**src/rtl/mips_ctrl_pkg.sv**
```systemverilog
// Shared constants for the multicycle MIPS control path: opcodes, FSM state
// encodings and the mux-select codes driven into the datapath.
package mips_ctrl_pkg;

  localparam logic [5:0] OP_RTYPE = 6'b000000;
  localparam logic [5:0] OP_LW    = 6'b100011;
  localparam logic [5:0] OP_SW    = 6'b101011;
  localparam logic [5:0] OP_BEQ   = 6'b000100;
  localparam logic [5:0] OP_ADDI  = 6'b001000;
  localparam logic [5:0] OP_J     = 6'b000010;

  typedef enum logic [3:0] {
    S_FETCH  = 4'd0,
    S_DECODE = 4'd1,
    S_MEMADR = 4'd2,
    S_MEMRD  = 4'd3,
    S_MEMWB  = 4'd4,
    S_MEMWR  = 4'd5,
    S_EXEC   = 4'd6,
    S_ALUWB  = 4'd7,
    S_BRANCH = 4'd8,
    S_ADDIEX = 4'd9,
    S_ADDIWB = 4'd10,
    S_JUMP   = 4'd11
  } state_e;

  localparam logic [1:0] ALUOP_ADD   = 2'b00;
  localparam logic [1:0] ALUOP_SUB   = 2'b01;
  localparam logic [1:0] ALUOP_FUNCT = 2'b10;

  localparam logic [1:0] SRCB_REGB   = 2'b00;
  localparam logic [1:0] SRCB_FOUR   = 2'b01;
  localparam logic [1:0] SRCB_IMM    = 2'b10;
  localparam logic [1:0] SRCB_IMMSH2 = 2'b11;

  localparam logic [1:0] PCSRC_ALURES = 2'b00;
  localparam logic [1:0] PCSRC_ALUOUT = 2'b01;
  localparam logic [1:0] PCSRC_JUMP   = 2'b10;

  // True for every opcode the FSM knows how to sequence.
  function automatic logic op_supported(input logic [5:0] op);
    return (op == OP_RTYPE) || (op == OP_LW) || (op == OP_SW) ||
           (op == OP_BEQ) || (op == OP_ADDI) || (op == OP_J);
  endfunction

endpackage

```
**src/rtl/mc_output_decoder.sv**
```systemverilog
// Combinational map from FSM state to the datapath control word. The
// memory handshake and the ALU zero flag qualify a few enables, and a low
// reset forces the whole word to zero so nothing leaks out mid-reset.
module mc_output_decoder
  import mips_ctrl_pkg::*;
(
  input  logic       reset_n_i,
  input  logic [3:0] state_i,
  input  logic [5:0] opcode_i,
  input  logic       zero_i,
  input  logic       mem_ready_i,
  output logic       iord_o,
  output logic       mem_write_o,
  output logic       ir_write_o,
  output logic       reg_dst_o,
  output logic       mem_to_reg_o,
  output logic       reg_write_o,
  output logic       alu_src_a_o,
  output logic [1:0] alu_src_b_o,
  output logic [1:0] alu_op_o,
  output logic [1:0] pc_src_o,
  output logic       pc_en_o,
  output logic       instr_done_o,
  output logic       illegal_op_o
);

  // Decode the control word; unlisted outputs and unused codes stay at 0.
  always_comb begin
    iord_o       = 1'b0;
    mem_write_o  = 1'b0;
    ir_write_o   = 1'b0;
    reg_dst_o    = 1'b0;
    mem_to_reg_o = 1'b0;
    reg_write_o  = 1'b0;
    alu_src_a_o  = 1'b0;
    alu_src_b_o  = SRCB_REGB;
    alu_op_o     = ALUOP_ADD;
    pc_src_o     = PCSRC_ALURES;
    pc_en_o      = 1'b0;
    instr_done_o = 1'b0;
    illegal_op_o = 1'b0;
    if (reset_n_i) begin
      case (state_i)
        S_FETCH: begin
          alu_src_b_o = SRCB_FOUR;
          ir_write_o  = mem_ready_i;
          pc_en_o     = mem_ready_i;
        end
        S_DECODE: begin
          alu_src_b_o  = SRCB_IMMSH2;
          illegal_op_o = !op_supported(opcode_i);
        end
        S_MEMADR, S_ADDIEX: begin
          alu_src_a_o = 1'b1;
          alu_src_b_o = SRCB_IMM;
        end
        S_MEMRD: begin
          iord_o = 1'b1;
        end
        S_MEMWB: begin
          mem_to_reg_o = 1'b1;
          reg_write_o  = 1'b1;
          instr_done_o = 1'b1;
        end
        S_MEMWR: begin
          iord_o       = 1'b1;
          mem_write_o  = 1'b1;
          instr_done_o = mem_ready_i;
        end
        S_EXEC: begin
          alu_src_a_o = 1'b1;
          alu_op_o    = ALUOP_FUNCT;
        end
        S_ALUWB: begin
          reg_dst_o    = 1'b1;
          reg_write_o  = 1'b1;
          instr_done_o = 1'b1;
        end
        S_BRANCH: begin
          alu_src_a_o  = 1'b1;
          alu_op_o     = ALUOP_SUB;
          pc_src_o     = PCSRC_ALUOUT;
          pc_en_o      = zero_i;
          instr_done_o = 1'b1;
        end
        S_ADDIWB: begin
          reg_write_o  = 1'b1;
          instr_done_o = 1'b1;
        end
        S_JUMP: begin
          pc_src_o     = PCSRC_JUMP;
          pc_en_o      = 1'b1;
          instr_done_o = 1'b1;
        end
        default: ;
      endcase
    end
  end

endmodule

```
**src/rtl/multicycle_control_fsm.sv**
```systemverilog
// Main control FSM of the multicycle MIPS core. Holds the state register and
// next-state logic; the control word itself comes from mc_output_decoder.
module multicycle_control_fsm
  import mips_ctrl_pkg::*;
(
  input  logic       clk,
  input  logic       reset_n,
  input  logic [5:0] opcode,
  input  logic       zero,
  input  logic       mem_ready,
  output logic       IorD,
  output logic       MemWrite,
  output logic       IRWrite,
  output logic       RegDst,
  output logic       MemtoReg,
  output logic       RegWrite,
  output logic       ALUSrcA,
  output logic [1:0] ALUSrcB,
  output logic [1:0] ALUop,
  output logic [1:0] PCSrc,
  output logic       pc_en,
  output logic       instr_done,
  output logic       illegal_op
);

  state_e state_q, state_d;

  // State register; reset abandons any instruction in flight.
  always_ff @(posedge clk or negedge reset_n) begin
    if (!reset_n) state_q <= S_FETCH;
    else          state_q <= state_d;
  end

  // Next-state logic; memory states hold until the access completes.
  always_comb begin
    state_d = S_FETCH;
    case (state_q)
      S_FETCH:  state_d = mem_ready ? S_DECODE : S_FETCH;
      S_DECODE: begin
        case (opcode)
          OP_LW, OP_SW: state_d = S_MEMADR;
          OP_RTYPE:     state_d = S_EXEC;
          OP_BEQ:       state_d = S_BRANCH;
          OP_ADDI:      state_d = S_ADDIEX;
          OP_J:         state_d = S_JUMP;
          default:      state_d = S_FETCH;
        endcase
      end
      S_MEMADR: state_d = (opcode == OP_SW) ? S_MEMWR : S_MEMRD;
      S_MEMRD:  state_d = mem_ready ? S_MEMWB : S_MEMRD;
      S_MEMWR:  state_d = mem_ready ? S_FETCH : S_MEMWR;
      S_EXEC:   state_d = S_ALUWB;
      S_ADDIEX: state_d = S_ADDIWB;
      default:  state_d = S_FETCH;
    endcase
  end

  mc_output_decoder u_dec (
    .reset_n_i    (reset_n),
    .state_i      (state_q),
    .opcode_i     (opcode),
    .zero_i       (zero),
    .mem_ready_i  (mem_ready),
    .iord_o       (IorD),
    .mem_write_o  (MemWrite),
    .ir_write_o   (IRWrite),
    .reg_dst_o    (RegDst),
    .mem_to_reg_o (MemtoReg),
    .reg_write_o  (RegWrite),
    .alu_src_a_o  (ALUSrcA),
    .alu_src_b_o  (ALUSrcB),
    .alu_op_o     (ALUop),
    .pc_src_o     (PCSrc),
    .pc_en_o      (pc_en),
    .instr_done_o (instr_done),
    .illegal_op_o (illegal_op)
  );

endmodule

```
**config.mk**
```make
export PLATFORM = sky130hd
export DESIGN_NAME = multicycle_control_fsm
export DESIGN_NICKNAME = d
export VERILOG_FILES = /design/src/rtl/mips_ctrl_pkg.sv /design/src/rtl/mc_output_decoder.sv /design/src/rtl/multicycle_control_fsm.sv
export SDC_FILE = /design/constraint.sdc
export NUM_CORES = 1
export LEC_CHECK = 0
export ABC_AREA = 1
export BUFFER_PORTS_ARGS = -buffer_cell sky130_fd_sc_hd__clkbuf_2
export CORE_UTILIZATION = 45
export CTS_BUF_LIST = sky130_fd_sc_hd__clkbuf_8
export DETAILED_ROUTE_END_ITERATION = 10
export GPL_TIMING_DRIVEN = 0
export PLACE_DENSITY = 0.84
export SLEW_MARGIN = 0
export SYNTH_ARGS = -nofsm -noshare
export SYNTH_HDL_FRONTEND = slang
export SYNTH_HIERARCHICAL = 1
export SYNTH_SLANG_ARGS = --single-unit
```
**constraint.sdc**
```tcl
create_clock -name clk -period 1.2 [get_ports clk]
set_clock_uncertainty 0.05 [all_clocks]
set_input_delay 0.24 -clock clk [delete_from_list [all_inputs] [get_ports clk]]
set_output_delay 0.24 -clock clk [all_outputs]
set_load 0.03 [all_outputs]
```
==> results of run 1 <==
## synth_stat cells
| master | count |
|---|---|
| nand2_1 | 38 |
| nor2_1 | 30 |
| inv_1 | 23 |
| nand3_1 | 18 |
| dfrtp_1 | 4 |
| nor2_2 | 4 |
| a21oi_1 | 3 |
| inv_2 | 3 |
| buf_4 | 2 |
| nand2_2 | 2 |
| nor2_4 | 2 |
| buf_6 | 1 |
| clkinv_1 | 1 |
| nand3_2 | 1 |
| nand3b_1 | 1 |
| nand4_1 | 1 |
| nor4_2 | 1 |
| o21bai_1 | 1 |
| o22ai_1 | 1 |
## through the flow
stage / setup TNS, ps / utilization (%) / hold slack, ps / cell area, sq um
CTS: -6633 / 94.78 / 358.2 / 1295
floorplan: -2124 / - / -105.6 / 825.8
detailed placement: -4518 / 70.97 / 3.898 / 969.7
global placement: -4164 / 70.97 / 1.317 / 969.7
## logic make-up after synthesis
| group | synth area share, % |
|---|---|
| AND/OR/NAND/NOR | 63.26 |
| buffers and inverters | 18.28 |
| AO/OA/AOI/OAI | 4.122 |
| flip-flops | 14.34 |
## what timing repair did
action	4_1_cts
buffers inserted	9
pin swaps	8
hold buffers	1
endpoints found under the setup margin	20
hold endpoints to repair	4
gates resized for setup	48
==> flow_metrics.tcl, run 1 <==
set metrics [dict create \
    status "did not finish" \
    haltStage "5_1_grt" \
    firstError "[ERROR DPL-0038] Utilization greater than 100%, impossible to legalize" \
    port-buffer-count 25 \
    cts_root_buffer "clkbuf_8" \
    worst_endpoint "MemtoReg" \
    synth_cell_types 19 \
    dp.cells 177 \
    syn_inst 137 \
    gp_congestion 0.7515 \
    syn-cell-area_sq_um 698.2 \
    yosysWarnings 6 \
    cts-htree-levels 1 \
    synth_nets 147 \
    endpoint_type "top-level output" \
    syn_area_per_cell_sq_um 5.096 \
    io_pins 26 \
    die_w_um 41.39 \
    pre_cts_slack_ps -478.8 \
    synth_seq_area_share_pct 14.34 \
    die_h_um 41.39 \
    grt_max_degree 9 \
    rows 13 \
    synth_top_cell_area_share_pct 20.43 \
    ys_seq_elements 4 \
    synth_area_leaders "nand2_1 (20%), nor2_1 (16%), dfrtp_1 (14%), nand3_1 (13%), inv_1 (12%)" \
    synth.largest_area_cell "nand2_1" \
    clock_path_buffers 2 \
    start_util_pct 51.10 \
    clock-sinks 4 \
    hpwl_um 1416 \
    tritoncts.num_buffers 3 \
]
==> run 2, diff against run 1 <==
Settings changed: CORE_AREA from default to 2 2 63 65, CORE_UTILIZATION 45 to default, CTS_BUF_LIST sky130_fd_sc_hd__clkbuf_8 to default, DIE_AREA from default to 0 0 65 67, PLACE_DENSITY 0.84 to default, PLACE_DENSITY_LB_ADDON from default to 0.15.
Clock period 1.2 ns to 1.6 ns, I/O delays scaled along.
==> flow_metrics.tcl, run 2 <==
set metrics [dict create \
    status "finished, violations left" \
    violations "negative setup slack" \
    start_kind "flip-flop" \
    drive_gt1_share_pct 42.53 \
    grt_first_pass_wirelength_um 3519 \
    drcViolationCount 0 \
    crit_arrival_ps 1360 \
    grt_max_degree 9 \
    clock_path_buffers 2 \
    ys_seq_elements 4 \
    antenna_found_initial 0 \
    clock-sinks 4 \
    synth_top_cells_by_count "nand2_1 (38), nor2_1 (30), inv_1 (23)" \
    gp_congestion 0.8025 \
    worst_hold_slack_ps 433.6 \
    clk_latency_ps 210 \
    top_register "state_q" \
    synth-edff-count 0 \
    hold_viol 0 \
    port-buffer-count 25 \
    crit_fanout 8 \
    synth_nets 147 \
    areaGrowthSynthToFinish_pct 68.28 \
    setup_slack_ps -134.4 \
    slew_violations 0 \
    tritoncts.num_buffers 3 \
    clk_pin_slew_worst_paths_ps 30 \
    largest_reg_flops 4 \
    io_pins 26 \
    drt_iter0_drc 59 \
    syn_inst 137 \
    first_pass_iters 4 \
    grt_pass1_vias 865 \
    die-area_sq_mm 0.004355 \
    vias_per_cell 4.185 \
    worstMarginPinSlew_ps 307.7 \
    dp.cells 210 \
    synth.most_common_cell "nand2_1" \
    required_ps 1230 \
    antenna_cells 0 \
    power_density_mw_per_mm2 986.9 \
    postRouteAntennaNets 0 \
    cts_root_buffer "clkbuf_8" \
    vias 929 \
    grt_overflow_total 0 \
    nets 186 \
    fp.coreArea_sq_mm 0.003606 \
    timing.slew.headroom_pct 79.41 \
    fin_crit_ps 1734 \
    wl_um 2238 \
    synth.largest_area_cell "nand2_1" \
    crit_path_end_kind "output pin" \
    synth_cell_types 19 \
    rr_worst_depth 7 \
    synth-main-ff-cell "dfrtp_1" \
    synthArstFlopShare_pct 100.0 \
    syn_area_per_cell_sq_um 5.096 \
    crit_type "reg -> out" \
    hold_class "in -> async" \
    die_h_um 67 \
    rsz0062_at_grt "true" \
    final_common_cell "nand2_1" \
    die_w_um 65 \
    multi_input_comb_area_sq_um 545.5 \
    yosysWarnings 6 \
    grt.total_usage_pct 10.22 \
    cts_tree "built" \
    rows 22 \
    hpwl_um 1718 \
    finalCritPeriodShare_pct 108.4 \
    maxCapViolations 0 \
    seq_area_sq_um 103.9 \
    cts-htree-levels 1 \
    synth_area_leaders "nand2_1 (20%), nor2_1 (16%), dfrtp_1 (14%), nand3_1 (13%), inv_1 (12%)" \
    wl_per_cell_um 10.08 \
    synth_top_cell_area_share_pct 20.43 \
    final_cells 222 \
    syn-cell-area_sq_um 698.2 \
    reg_top3 "state_q (4)" \
    setup_viol 13 \
    fmaxAchievable_mhz 576.6 \
    leakagePower_nw 0.6583 \
    ir_drop_mv 0.3960 \
    layout_common_cells "nand2_1 (32), nor2_1 (25), inv_1 (19)" \
    synth_seq_area_share_pct 14.34 \
    nFillCells 414 \
    start_util_pct 19.36 \
]
[run 2: cell counts after synthesis]
No cell type changed its count.
[run 2: layout make-up]
class	instances	area share [%]
multi-input combinational	103	46.43
timing repair buffer	34	24.92
inverter	27	8.946
sequential	4	8.839
tap	48	5.112
clock buffer	3	3.514
buffer	3	2.236
[run 2: worst paths after layout]
check | start | endpoint | slack, ps
setup / recovery | state_q[1] | instr_done | -130
hold / removal | reset_n | state_q[3] | 430
setup reg to reg | state_q[0] | state_q[3] | 260
hold reg to reg | state_q[3] | state_q[0] | 770
max in group asynchronous | reset_n | state_q[2] | 880
min in group clk | opcode[4] | state_q[1] | 490
[run 2: kinds of logic (layout without fill, tap and decap cells)]
group,after synthesis,count (layout),synth area share (%)
AO/OA/AOI/OAI,5,5,4.122
buffers and inverters,30,67,18.28
AND/OR/NAND/NOR,98,98,63.26
flip-flops,4,4,14.34
[run 2: power by group]
group | switching (W) | leakage [nW] | internal, W
combinational | 0.000448 | 0.587 | 0.000305
sequential | 0.0000692 | 0.0493 | 0.000130
clock | 0.0000471 | 0.0216 | 0.000160
[run 2: repair_timing]
| item | CTS | global route |
|---|---|---|
| hold buffers | 1 | 0 |
| pin swaps | 5 | 6 |
| resized for setup | 32 | 32 |
| setup endpoints to repair | 16 | 16 |
| setup buffers | 7 | 1 |
| cloned | 0 | 0 |
| endpoints found under the hold margin | 4 | 0 |
[run 2: metrics by stage]
stage | total power [W] | setup TNS (ps) | area, sq um | worst slack, ps | util [%]
floorplan | 0.0006080 | -272.9 | 718.2 | -155.2 | -
global placement | 0.0007538 | -381.7 | 903.4 | -118.9 | 25.05
detailed placement | 0.0007540 | -411.1 | 903.4 | -150.6 | 25.05
CTS | 0.001103 | -1173 | 1115 | -140.3 | 30.92
global route | 0.001259 | -2034 | 1175 | -209.7 | 32.58
finish | 0.001159 | -960.7 | 1175 | -134.4 | 32.58
[run 2: metal layers]
metal / vias up / share of wire, % / track usage (%)
met1: 410 / 42 / 11.40
met5: - / 0 / 0
met4: 0 / 2.4 / 2.660
met2: 25 / 50 / 18.81
li1: 490 / - / -
met3: 4 / 6.0 / 3.041
[run 2: critical path, stage by stage (launching register included)]
cell      delay (ps)
dfrtp_1          400
buf_6            160
nand2_2           70
clkinv_2          70
nand2_2           80
nand3_2           90
nand2_2           90
nand2_2           60
buf_8            130
Note: power is estimated with default switching activity, not from simulation.
==> run 3, diff against run 2 <==
Settings changed: PLACE_DENSITY_LB_ADDON 0.15 to 0.3.
==> flow_metrics.tcl, run 3 (synthesis results as in run 2) <==
set metrics [dict create \
    grt_pass1_vias 797 \
    pwr-share-clk_pct 17.7 \
    power_frac_seq_pct 16.5 \
    rr_worst_depth 7 \
    grt_max_degree 9 \
    wl_per_cell_um 8.486 \
    nets 186 \
    postRouteAntennaNets 0 \
    first_pass_iters 4 \
    crit_type "reg -> out" \
    final_cells 222 \
    ff2ff_setup_slack_ps 190 \
    grt_first_pass_wirelength_um 3084 \
    io_pins 26 \
    die_w_um 65 \
    worstMarginPinSlew_ps 278.3 \
    gp_congestion 0.8104 \
    grt.total_usage_pct 8.838 \
    final_common_cell "nand2_1" \
    wl_um 1884 \
    crit_path_end_kind "output pin" \
    die-area_sq_mm 0.004355 \
    comb_power_share_pct 65.8 \
    vias_per_cell 4.149 \
    hold_class "in -> async" \
    rows 22 \
    fin_crit_ps 1712 \
    drcViolationCount 0 \
    slew_violations 0 \
    start_util_pct 19.36 \
    setup_slack_ps -112.4 \
    finalCritPeriodShare_pct 107.0 \
    p_sw_share_pct 48.21 \
    cts_root_buffer "clkbuf_8" \
    fmaxAchievable_mhz 584.0 \
    port-buffer-count 25 \
    antenna_found_initial 0 \
    p_sw_w 0.0005599 \
    dp.cells 210 \
    tritoncts.num_buffers 3 \
    cts-htree-levels 1 \
    r2r-start "state_q[2]" \
    maxCapViolations 0 \
    drt_iter0_drc 27 \
    r2r-end "state_q[3]" \
    grt_overflow_total 0 \
    clock_path_buffers 2 \
    areaGrowthSynthToFinish_pct 69.53 \
    hold_viol 0 \
    layout_common_cells "nand2_1 (31), nor2_1 (25), inv_1 (21)" \
    fp.coreArea_sq_mm 0.003606 \
    top_register "state_q" \
    timing.slew.headroom_pct 81.38 \
    die_h_um 67 \
    status "finished, violations left" \
    crit_arrival_ps 1340 \
    cts_tree "built" \
    vias 921 \
    setup_viol 11 \
    clk_pin_slew_worst_paths_ps 30 \
    largest_reg_flops 4 \
    drive_gt1_share_pct 42.53 \
    violations "negative setup slack" \
    required_ps 1230 \
    critPathLaunch "state_q[3]" \
    hpwl_um 1489 \
    cellInternalPower_w 0.0006014 \
    reg_top3 "state_q (4)" \
    crit_fanout 4 \
    rsz0062_at_grt "true" \
    clk_latency_ps 210 \
    leakagePower_nw 0.6679 \
    pre_cts_slack_ps -108.0 \
    antenna_cells 0 \
    ir_drop_mv 0.4211 \
    start_kind "flip-flop" \
    power_density_mw_per_mm2 981.1 \
    clock-sinks 4 \
]
[run 3: changes by cell type in the layout (fill, tap and decap cells not counted), sizes merged]
| cell | delta |
|---|---|
| buf | +1 |
| clkbuf | -1 |
[run 3: repair_timing]
| item | in CTS | in global routing |
|---|---|---|
| resized for setup | 34 | 32 |
| setup endpoints to repair | 16 | 16 |
| pin swaps | 4 | 2 |
| hold buffers | 1 | 0 |
| buffers inserted | 7 | 1 |
| hold endpoints to repair | 4 | 0 |
[run 3: metrics by stage]
stage / hold WS, ps / area, sq um / util, % / setup TNS [ps] / total power [W]
finish: 421.5 / 1184 / 32.82 / -617.2 / 0.001161
global route: 444.0 / 1184 / 32.82 / -1792 / 0.001256
CTS: 425.9 / 1116 / 30.95 / -1039 / 0.001116
detailed placement: 87.00 / 903.4 / 25.05 / -318.4 / 0.0007434
global placement: 87.79 / 903.4 / 25.05 / -317.0 / 0.0007498
floorplan: -25.59 / 718.2 / - / -272.9 / 0.0006080
[run 3: layout make-up]
class                           count  area (sq um)
Fill cell                         413          2422
Multi-Input combinational cell    103         556.8
Timing Repair Buffer               34         290.3
Inverter                           27         105.1
Sequential cell                     4         103.9
Tap cell                           48         60.06
Clock buffer                        3         41.29
Buffer                              3         26.28
[run 3: worst max-delay path, stage by stage, from the launching register on]
cell     delay (ps)
dfrtp_2         400
buf_4           150
nor2_4          150
nand3_1         110
nand2_1          70
nand2_1          60
nand2_2          80
buf_8           120
[run 3: how the worst max path moves through the flow]
stage / end
floorplan: PCSrc[0]
global placement: PCSrc[0]
detailed placement: PCSrc[0]
CTS: instr_done
global route: instr_done
finish: instr_done
[run 3: power groups by stage]
| stage | registers [W] | clock network [W] | logic [W] |
|---|---|---|---|
| after global placement | 0.000199 | 0 | 0.000551 |
| after global routing | 0.000197 | 0.000223 | 0.000836 |
| after CTS | 0.000186 | 0.000214 | 0.000717 |
| after floorplan | 0.000181 | 0 | 0.000427 |
| after detailed placement | 0.000196 | 0 | 0.000547 |
| final | 0.000191 | 0.000206 | 0.000764 |
[run 3: per-layer routing]
| metal | vias up | wire length, um | GRT usage, % |
|---|---|---|---|
| met3 | 0 | 70 | 2.027 |
| met1 | 414 | 787 | 10.00 |
| met2 | 18 | 1027 | 16.88 |
| li1 | 489 | - | - |
| met4 | 0 | 0 | 1.596 |
| met5 | - | 0 | 0 |
